### config.mk
export PLATFORM = sky130hd
export DESIGN_NAME = spi_master
export DESIGN_NICKNAME = d
export VERILOG_FILES = /design/src/rtl/spi_master.sv
export SDC_FILE = /design/constraint.sdc
export NUM_CORES = 1
export LEC_CHECK = 0
export CAP_MARGIN = 20
export CELL_PAD_IN_SITES_DETAIL_PLACEMENT = 1
export CELL_PAD_IN_SITES_GLOBAL_PLACEMENT = 1
export CORE_ASPECT_RATIO = 2
export CORE_MARGIN = 1.5
export CORE_UTILIZATION = 46
export CTS_BUF_LIST = sky130_fd_sc_hd__clkbuf_4 sky130_fd_sc_hd__clkbuf_8
export DETAILED_ROUTE_END_ITERATION = 10
export GPL_ROUTABILITY_DRIVEN = 0
export GPL_TIMING_DRIVEN = 0
export PLACE_DENSITY = 0.95
export SLEW_MARGIN = 10
export SYNTH_ARGS = -nofsm -noshare
export SYNTH_HDL_FRONTEND = slang
export SYNTH_SLANG_ARGS = --single-unit
### constraint.sdc
create_clock -name clk -period 2.7 [get_ports clk]
set_input_delay 0.27 -clock clk [delete_from_list [all_inputs] [get_ports clk]]
set_output_delay 0.27 -clock clk [all_outputs]
set_load 0.03 [all_outputs]
### src/rtl/spi_master.sv
// Single-transaction SPI mode-0 master: serialises {addr, rw, wdata} into a 16-bit frame and
// captures the read byte returned on miso. All outputs are registered.
module spi_master #(
  parameter int unsigned CLK_DIV = 4,
  parameter int unsigned GAP     = 8
) (
  input  logic       clk,
  input  logic       reset,
  input  logic       start,
  input  logic       rw,
  input  logic [6:0] addr,
  input  logic [7:0] wdata,
  output logic       busy,
  output logic       done,
  output logic [7:0] rdata,
  output logic       sclk_pin,
  output logic       cs_pin,
  output logic       mosi_pin,
  input  logic       miso_pin
);

  localparam int unsigned DivW = (CLK_DIV > 1) ? $clog2(CLK_DIV) : 1;
  localparam int unsigned GapW = (GAP > 1) ? $clog2(GAP) : 1;
  localparam logic [DivW-1:0] DivLast = DivW'(CLK_DIV - 1);
  localparam logic [DivW-1:0] DivOne  = DivW'(1);
  localparam logic [GapW-1:0] GapLast = GapW'(GAP - 1);
  localparam logic [GapW-1:0] GapOne  = GapW'(1);

  typedef enum logic [2:0] {StIdle, StSetup, StShift, StHold, StGap} state_e;

  state_e          state_q, state_d;
  logic [DivW-1:0] div_q, div_d;
  logic [GapW-1:0] gap_q, gap_d;
  logic [3:0]      bit_q, bit_d;
  // Frame bits still to be sent; the first bit goes straight to mosi when the frame starts.
  logic [14:0]     shift_q, shift_d;
  logic            rw_q, rw_d;
  logic [7:0]      rsr_q, rsr_d;
  logic [7:0]      rdata_q, rdata_d;
  logic            sclk_q, sclk_d;
  logic            cs_q, cs_d;
  logic            mosi_q, mosi_d;
  logic            busy_q, busy_d;
  logic            done_q, done_d;
  logic            half_end;

  assign half_end = (div_q == DivLast);

  always_comb begin
    state_d = state_q;
    div_d   = div_q;
    gap_d   = gap_q;
    bit_d   = bit_q;
    shift_d = shift_q;
    rw_d    = rw_q;
    rsr_d   = rsr_q;
    rdata_d = rdata_q;
    sclk_d  = sclk_q;
    cs_d    = cs_q;
    mosi_d  = mosi_q;
    busy_d  = busy_q;
    done_d  = 1'b0;

    case (state_q)
      StIdle: begin
        if (start) begin
          shift_d = {addr[5:0], rw, wdata};
          rw_d    = rw;
          mosi_d  = addr[6];
          cs_d    = 1'b0;
          busy_d  = 1'b1;
          div_d   = '0;
          bit_d   = '0;
          rsr_d   = '0;
          state_d = StSetup;
        end
      end
      StSetup: begin
        if (half_end) begin
          div_d   = '0;
          state_d = StShift;
        end else begin
          div_d = div_q + DivOne;
        end
      end
      StShift: begin
        if (half_end) begin
          div_d  = '0;
          sclk_d = ~sclk_q;
          if (!sclk_q) begin
            // Rising edge: data phase of a read occupies bits 8..15.
            if (bit_q[3] && rw_q) begin
              rsr_d = {rsr_q[6:0], miso_pin};
            end
          end else begin
            bit_d   = bit_q + 4'd1;
            mosi_d  = shift_q[14];
            shift_d = {shift_q[13:0], 1'b0};
            if (bit_q == 4'd15) begin
              mosi_d  = 1'b0;
              state_d = StHold;
            end
          end
        end else begin
          div_d = div_q + DivOne;
        end
      end
      StHold: begin
        if (half_end) begin
          div_d   = '0;
          cs_d    = 1'b1;
          done_d  = 1'b1;
          gap_d   = '0;
          state_d = StGap;
          if (rw_q) begin
            rdata_d = rsr_q;
          end
        end else begin
          div_d = div_q + DivOne;
        end
      end
      StGap: begin
        if (gap_q == GapLast) begin
          busy_d  = 1'b0;
          state_d = StIdle;
        end else begin
          gap_d = gap_q + GapOne;
        end
      end
      default: state_d = StIdle;
    endcase
  end

  always_ff @(posedge clk) begin
    if (reset) begin
      state_q <= StIdle;
      div_q   <= '0;
      gap_q   <= '0;
      bit_q   <= '0;
      shift_q <= '0;
      rw_q    <= 1'b0;
      rsr_q   <= '0;
      rdata_q <= '0;
      sclk_q  <= 1'b0;
      cs_q    <= 1'b1;
      mosi_q  <= 1'b0;
      busy_q  <= 1'b0;
      done_q  <= 1'b0;
    end else begin
      state_q <= state_d;
      div_q   <= div_d;
      gap_q   <= gap_d;
      bit_q   <= bit_d;
      shift_q <= shift_d;
      rw_q    <= rw_d;
      rsr_q   <= rsr_d;
      rdata_q <= rdata_d;
      sclk_q  <= sclk_d;
      cs_q    <= cs_d;
      mosi_q  <= mosi_d;
      busy_q  <= busy_d;
      done_q  <= done_d;
    end
  end

  assign busy     = busy_q;
  assign done     = done_q;
  assign rdata    = rdata_q;
  assign sclk_pin = sclk_q;
  assign cs_pin   = cs_q;
  assign mosi_pin = mosi_q;

endmodule

### Yosys cells after proc, flatten, opt, wreduce, memory -nomap -nowiden

Index checks and enable logic that the tools add are counted.

* register bits after elaboration: 49
* output and inout bits: 13
* logic and storage cells: 93

* add/subtract/negate cells: 3
* equality and inequality tests: 17
* multiplexer cells: 39
* bitwise operators: 2
* reduce and logical (&&, ||, !) cells: 19

Operators by type and width (number)
* $mux W15: 3
* $mux W8: 4
* $pmux W15 S2: 1
* $mux W3: 9
* $ne A2 B2 Y1 const B: 10
* $pmux W8 S2: 1
* $pmux W3 S5: 1
* $mux W4: 3
* $reduce_and A3 Y1: 4
* $reduce_bool A2 Y1: 5
* $mux W1: 9
* $pmux W4 S2: 1
* $reduce_and A7 Y1: 1
* $eq A3 B2 Y1 const B: 2
* $eq A3 B3 Y1 const B: 2
* $pmux W1 S2: 3
* $pmux W3 S2: 1
* $reduce_and A2 Y1: 3
* $reduce_and A5 Y1: 1
* $add A4 B1 Y4 const B: 1
* $eq A4 B4 Y1 const B: 1
* $mux W2: 2
* $pmux W2 S2: 1
* $reduce_and A4 Y1: 1
* 9 further kinds: 10

### Longest topological paths before layout

Gate-level depths: netlist of the first run.

* word-level depth: 5
* mapped depth: 6
* mapped depth without buffers: 5

### Least setup slack after synthesis of the first run

Ideal clock, no wire load.

* kind: reg2reg
* start: register gap_q[0]
* end: register gap_q[1]
* arrival time: 1.369 ns
* data required time: 2.568 ns
* path slack: 1.199 ns
* cell stages (with the launch flop): 6
* clock period less this slack: 1.501 ns
* cell sequence: dfxtp_1 ha_1 ha_1 or4b_1 nand3_1 a21oi_1

* cells in the longest elaborated chain, start to end: 3
* elaborated cells on any way between the ends: 6
* those cells by class: add/sub (1); eq/ne (2); mux (2); reduce/logical (1)

RTL lines
* start, declared: RTL line 33 `logic [GapW-1:0] gap_q, gap_d;`
* start signal, assigned: RTL line 152 `gap_q <= gap_d;`
* $add A3 B1 Y3 or $eq A3 B3 Y1 (tied branches): RTL line 127, 123
* $mux W3 or $ne A2 B2 Y1 (tied branches)
* $pmux W3 S2 or $reduce_and A3 Y1 (tied branches)

Parallel ways exist; a longest one is shown, timed or not. The select of a mux whose other input is x is not followed.
A chain may end at the register's enable or synchronous reset.

### Worst setup path after layout of the first run

* start: register div_q[0]
* end: register shift_q[7]

* cells in the longest elaborated chain, start to end: 3

RTL lines
* start, declared: RTL line 32 `logic [DivW-1:0] div_q, div_d;`
* start signal, assigned: RTL line 151 `div_q <= div_d;`
* $eq A2 B2 Y1: RTL line 47 `assign half_end = (div_q == DivLast);`
* via half_end: RTL line 45 `logic half_end;`
* $ne A2 B2 Y1 (no line)
* $reduce_and A4 Y1 (no line)
* end signal, assigned: RTL line 154 `shift_q <= shift_d;`
* end, declared: RTL line 36 `logic [14:0] shift_q, shift_d;`

The timed path passes the listed nets, and every way through them passes these cells.

==> results of run 1 <==
==> per-stage QoR <==
stage,util,setup WS (ns)
final,0.5737,0.8652
after global routing,0.5737,0.7694
after CTS,0.5737,0.8692
after detailed placement,0.5474,0.6526
after global placement,0.5474,0.7195
after floorplan,-,1.199
==> critical path: stages (launching register included) <==
cell and delay [ns]:
dfxtp_1 0.38, ha_1 0.34, and3_1 0.31, clkbuf_1 0.38, o311ai_0 0.20, a21oi_1 0.16
==> registers in the layout, indices dropped and copies added, names as in the netlist, 2 cells and up <==
register,flops
gap_q,3
shift_q,15
rdata,8
state_q,3
rsr_q,8
bit_q,4
div_q,2
==> metal layers <==
layer  global-route usage  wire length (um)  part of all wire
met1               0.2645              2297              0.36
met2               0.4782              3694              0.58
met3              0.05143               166             0.026
met4               0.1179               209             0.033
met5                    0                 0                 0
==> power groups by stage <==
stage	logic, uW	clock network, uW	registers (uW)
floorplan	98.2	0	785
global placement	162	0	781
detailed placement	169	0	783
CTS	171	647	766
global route	187	665	770
finish	171	634	766
==> final cells by class <==
cell class / count / share of cell area
clock inverter: 3 / 0.02227
timing repair buffer: 32 / 0.1096
multi-input combinational: 185 / 0.4381
clock buffer: 5 / 0.02355
sequential: 49 / 0.3358
tap: 58 / 0.02484
inverter: 5 / 0.006424
buffer: 22 / 0.03940
==> cell usage in the layout (no fill, tap or decap), drive strengths merged <==
cell type,netlist,layout
or2,1,1
a221oi,2,2
o311ai,15,15
a221o,1,1
clkinv,0,1
inv,5,5
nor3,2,2
xnor2,1,1
xor2,1,1
nor3b,2,2
and4bb,1,1
nand4,1,1
and3,1,1
buf,12,12
o211ai,1,1
nand2,25,25
and4b,2,2
nor2,7,7
bufinv,0,2
o22ai,2,2
clkdlybuf4s50,0,32
a31oi,1,1
a21bo,1,1
nor2b,2,2
dfxtp,49,49
nand4b,1,1
or4,1,1
a21oi,30,30
o21ai,13,13
a31o,1,1
o311a,1,1
ha,4,4
o21bai,15,15
clkbuf,10,15
mux2i,24,24
nand2b,4,4
nand3,18,18
nor4b,2,2
a41oi,1,1
or4b,1,1
==> worst max-delay path by stage <==
| stage | cells past startpoint | endpoint | slack, ns | startpoint |
|---|---|---|---|---|
| 2_1_floorplan | 5 | gap_q[1] | 1.20 | gap_q[0] |
| 3_3_place_gp | 5 | shift_q[1] | 0.72 | start |
| 3_5_place_dp | 5 | shift_q[1] | 0.65 | start |
| 4_1_cts | 1 | sclk_pin | 0.87 | sclk_pin |
| 5_1_grt | 5 | shift_q[8] | 0.77 | div_q[0] |
| 6_report | 5 | shift_q[7] | 0.87 | div_q[0] |
==> cell families after synthesis <==
group / Yosys count
buf+inv: 27
xor+xnor: 2
mux: 24
simple gates: 71
fa+ha+maj: 4
compound gates: 84
flops: 49
==> synth_stat cells, types with 2 or more instances <==
master	n
buf_4	3
o21ai_0	4
buf_6	2
ha_1	4
a221oi_1	2
dfxtp_1	49
nand2_1	25
mux2i_1	24
o21bai_1	15
clkbuf_1	10
and4b_1	2
o22ai_1	2
inv_1	4
nor4b_2	2
nor2_1	7
nand2b_1	4
a21oi_1	29
o311ai_1	2
o311ai_0	13
buf_2	5
o21ai_1	9
nand3_1	18
nor3_1	2
buf_1	2
==> results.tsv, run 1 <==
metric	value	unit
status	completed	
Pins Over Slew Limit	0	
Placed Cells incl. Taps	351	
synth top area cells	dfxtp_1, mux2i_1, a21oi_1	
TritonCTS buffer count	5	
Ys Warns	0	
Crit Reg-Reg Endpoint	shift_q[7]	
initial core utilization	0.4703	
number of synthesized flops with an enable pin	0	
Synth Area per Inst	9.175	um2
post-synthesis adder-cell area fraction	0.02090	
Post-route DRC	0	
net switching power	373.0	uW
Comb pwr share	0.109	
largest family of logic cells by synthesized area	compound AO/OA/AOI/OAI gates	
# IOs	33	
ratio of cells with drive above 1 in the final layout	0.08970	
Synth async-reset ratio	0	
total power	1571	uW
worst hold path depth	2	
Worst-Margin Slew	0.6576	ns
vias in the first global route	2366	
Clock Latency Late Sink	0.32	ns
final instance area	2922	um2
sequential element share of the synthesized area	0.4096	
Fmax	0.5450	GHz
first-pass GRT wire length	11120	um
CTS tree	done	
Most used DFF post-synth	dfxtp_1	
hold slack	0.4663	ns
Sequential Power Share	0.488	
Worst setup EP type	flop	
GRT Total Usage	0.2618	
cell count after synthesis	261	
switching part of the total	0.2374	
Post-Synth XOR/XNOR Area	0.007315	
post-synthesis net count	285	
Post-DRT Antenna Nets	0	
Vias	2158	
final std cells w/o fill	359	
max_slew headroom	0.5605	
Worst Path Required	2.95	ns
WHS Endpoint	shift_q[0]	
path depth of the worst reg2reg path	5	
synthesized area	2395	um2
Multi-input gate area	1280	um2
area grow syn2layout	22.00	%
Period minus WS final	1.835	ns
setup violators final	0	
flop-to-flop setup slack	0.87	ns
Cell Int Power	1198	uW
WL/cell	17.74	um
pwr/cell area	537.7	nW/um2
Hold Crit Start	shift_q[0]	
Fin. Hold Viols	0	
Synth Area in Compound Gates	0.2424	
Resized Gates After CTS	0	
clock power share	0.404	
Simple-Gate Fraction of Synth Area	0.1635	
clk buf depth	2	
Clock Tree Root	clkbuf_8	
Die Area	5674	um2
site row count	37	
Die H	105.0	um
clk slew on worst S/H paths	0.09	ns
Placeable Area	5092	um2
Setup Skew	0.01022	ns
hold_buf cts	0	
Via density	6.011	
Die W	54.02	um
Worst EP arrival	2.09	ns
clock sinks	49	
CP Launch Type	flop	
worst r2r src	div_q[0]	
critical path class	reg -> reg	
Synth cell types	46	
Yosys reg bits	49	
Hold Path Class	reg -> reg	
Seq. cell area	980.9	um2
post-synthesis mux area share	0.1003	
Layout Nets	324	
Post-DP Area	2788	um2
number of port buffers	32	
pin count of the biggest net entering global routing	16	
WL final	6368	um
Post CTS Setup Buffer Count	0	
area leader, netlist	dfxtp_1	
worst vdd ir	0.5286	mV
GRT Residual Overflow	0	
Pleak	0.001026	uW
Max Cap Violations	0	
setup TNS	0	ns
top cell type's share of synthesized area	0.4096	
HPWL after DPL	4814	um
crit path max fanout	10	
H-tree Lvls	2	
initial detailed-routing violation count	39	
unrepaired setup endpoints after global routing	no	
ant diodes	0	
DR pass1 iterations	4	
initial antenna violation count	0	
Fill cells	588	
Final Cycle Share	0.6796	
Power figures use the tool's default switching activity.
==> run 2: changes to the inputs <==
CORE_UTILIZATION = 43   (was 46)
PLACE_DENSITY = 0.93   (was 0.95)
clock period = 1.7 ns   (was 2.7 ns; I/O delays follow)
==> run 2 against run 1 <==
Against the previous run:
- critical path depth stayed put
- clock-buffer cell count stayed put
- fmax is 13% higher
- global-route usage is 3.8 points lower
- non-clock buffer count is 2 higher
- final cell count is 1.1% higher
- register-to-register slack worse by 0.79 ns
- clock power is 23% higher
- first-iteration DRC count is 13% lower
- sequential share of layout area is 0.12 points higher
- flip-flop and latch count stayed put
- utilization is 3.2 points lower
==> results.tsv, run 2 (synthesized netlist as in run 1, its figures left out) <==
metric	value	unit	change
status	completed		unchanged
Placeable Area	5373	um2	was 5092 um2
Period minus WS final	1.624	ns	was 1.835 ns
ant diodes	0		unchanged
Die Area	6053	um2	was 5674 um2
area grow syn2layout	21.58	%	was 22.00%
most frequent cells in the layout	dfxtp_1, clkdlybuf4s50_1, a21oi_1		unchanged
first-pass GRT wire length	10820	um	was 11,120 um
Via density	5.873		was 6.011
Post-DRT Antenna Nets	0		unchanged
Setup Skew	0.008892	ns	was 0.01022 ns
max_slew headroom	0.6262		was 0.5605
Die H	108.5	um	was 105.0 um
Max Cap Violations	0		unchanged
Fill cells	632		was 588
Largest Register	shift_q		unchanged
Worst setup EP type	flop		unchanged
CP Launch Type	flop		unchanged
H-tree Lvls	2		unchanged
unrepaired setup endpoints after global routing	no		unchanged
crit path max fanout	10		unchanged
pin count of the biggest net entering global routing	19		was 16
Die W	55.77	um	was 54.02 um
CTS tree	done		unchanged
GRT Residual Overflow	0		unchanged
Pins Over Slew Limit	0		unchanged
Worst-Margin Slew	0.5592	ns	was 0.6576 ns
Fmax	0.6158	GHz	was 0.5450 GHz
Worst EP arrival	1.88	ns	was 2.09 ns
pwr/cell area	782.1	nW/um2	was 537.7 nW/um2
Post-route DRC	0		unchanged
Layout Nets	326		was 324
DR pass1 iterations	4		unchanged
setup violators final	0		unchanged
number of port buffers	32		unchanged
Worst Path Required	1.95	ns	was 2.95 ns
site row count	38		was 37
initial core utilization	0.4457		was 0.4703
number of flip-flops in the largest register	15		unchanged
Clock Tree Root	clkbuf_8		unchanged
GRT Total Usage	0.2243		was 0.2618
clk buf depth	2		unchanged
clock sinks	49		unchanged
ratio of cells with drive above 1 in the final layout	0.1122		was 0.08970
WL/cell	17.71	um	was 17.74 um
# IOs	33		unchanged
Core Util, Final	0.5419		was 0.5737
clk slew on worst S/H paths	0.10	ns	was 0.09 ns
Pleak	0.001036	uW	was 0.001026 uW
HPWL after DPL	4646	um	was 4814 um
Clock Latency Late Sink	0.32	ns	about the same
initial detailed-routing violation count	34		was 39
total power	2277	uW	was 1571 uW
Vias	2132		was 2,158
TritonCTS buffer count	5		unchanged
Fin. Hold Viols	0		unchanged
worst vdd ir	0.6288	mV	was 0.5286 mV
hold_buf cts	0		unchanged
critical path class	reg -> reg		unchanged
leading cell type in the layout, fill and taps excluded	dfxtp_1		unchanged
WL final	6428	um	was 6368 um
Hold Path Class	in -> reg		was reg -> reg
Final Cycle Share	0.9552		was 0.6796
initial antenna violation count	0		unchanged
vias in the first global route	2319		was 2,366
## run 2: stage by stage
step / std cells / cell area [um2] / TNS (ns) / hold slack (ns) / setup slack, ns
after floorplan: 261 / 2395 / 0 / 0.2748 / 0.1988
after global placement: 353 / 2790 / -2.072 / 0.4462 / -0.1637
after detailed placement: 353 / 2790 / -2.317 / 0.4527 / -0.2190
after CTS: 363 / 2903 / 0 / 0.4328 / 0.006569
after global routing: 363 / 2912 / 0 / 0.4517 / 0.008264
final: 363 / 2912 / 0 / 0.4194 / 0.07611
## run 2: critical path, stage by stage (launching register included)
cell	delay [ns]
dfxtp_1	0.37
ha_2	0.27
and3_1	0.31
clkbuf_2	0.28
o311ai_0	0.15
a21oi_1	0.16
## run 2: timing repair
item,in CTS,in global routing
buffers inserted,2,0
endpoints found under the hold margin,0,0
setup endpoints to repair,12,18
pin swaps,1,0
gates cloned,0,0
gates resized for setup,3,11
## run 2: power by group
part	total, uW	switching (uW)	internal (uW)
combinational	280	143	138
sequential	1220	31.1	1190
clock	778	469	309
## run 2: cell type report
cell class	instances	area (um2)	area share
Clock buffer	5	68.82	0.02364
Sequential cell	49	980.9	0.3369
Clock inverter	3	28.78	0.009884
Tap cell	60	75.07	0.02578
Buffer	22	118.9	0.04083
Inverter	5	18.77	0.006446
Multi-Input combinational cell	185	1286	0.4418
Timing Repair Buffer	34	334.1	0.1147
## run 2: layer usage
layer | vias up | GRT usage | routed length (um)
met3 | 14 | 0.02990 | 145
met2 | 35 | 0.4422 | 3685
li1 | 1039 | - | -
met1 | 1044 | 0.2295 | 2449
met5 | - | 0 | 0
met4 | 0 | 0.09233 | 147
## run 2: path summary, 6_finish.rpt
path	from	endpoint	slack, ns	cells past startpoint
setup / recovery	div_q[0]	shift_q[7]	0.08	5
hold reg to reg	rsr_q[7]	rsr_q[7]	0.48	2
hold / removal	miso_pin	rsr_q[0]	0.42	3
setup reg to reg	div_q[0]	shift_q[7]	0.08	5
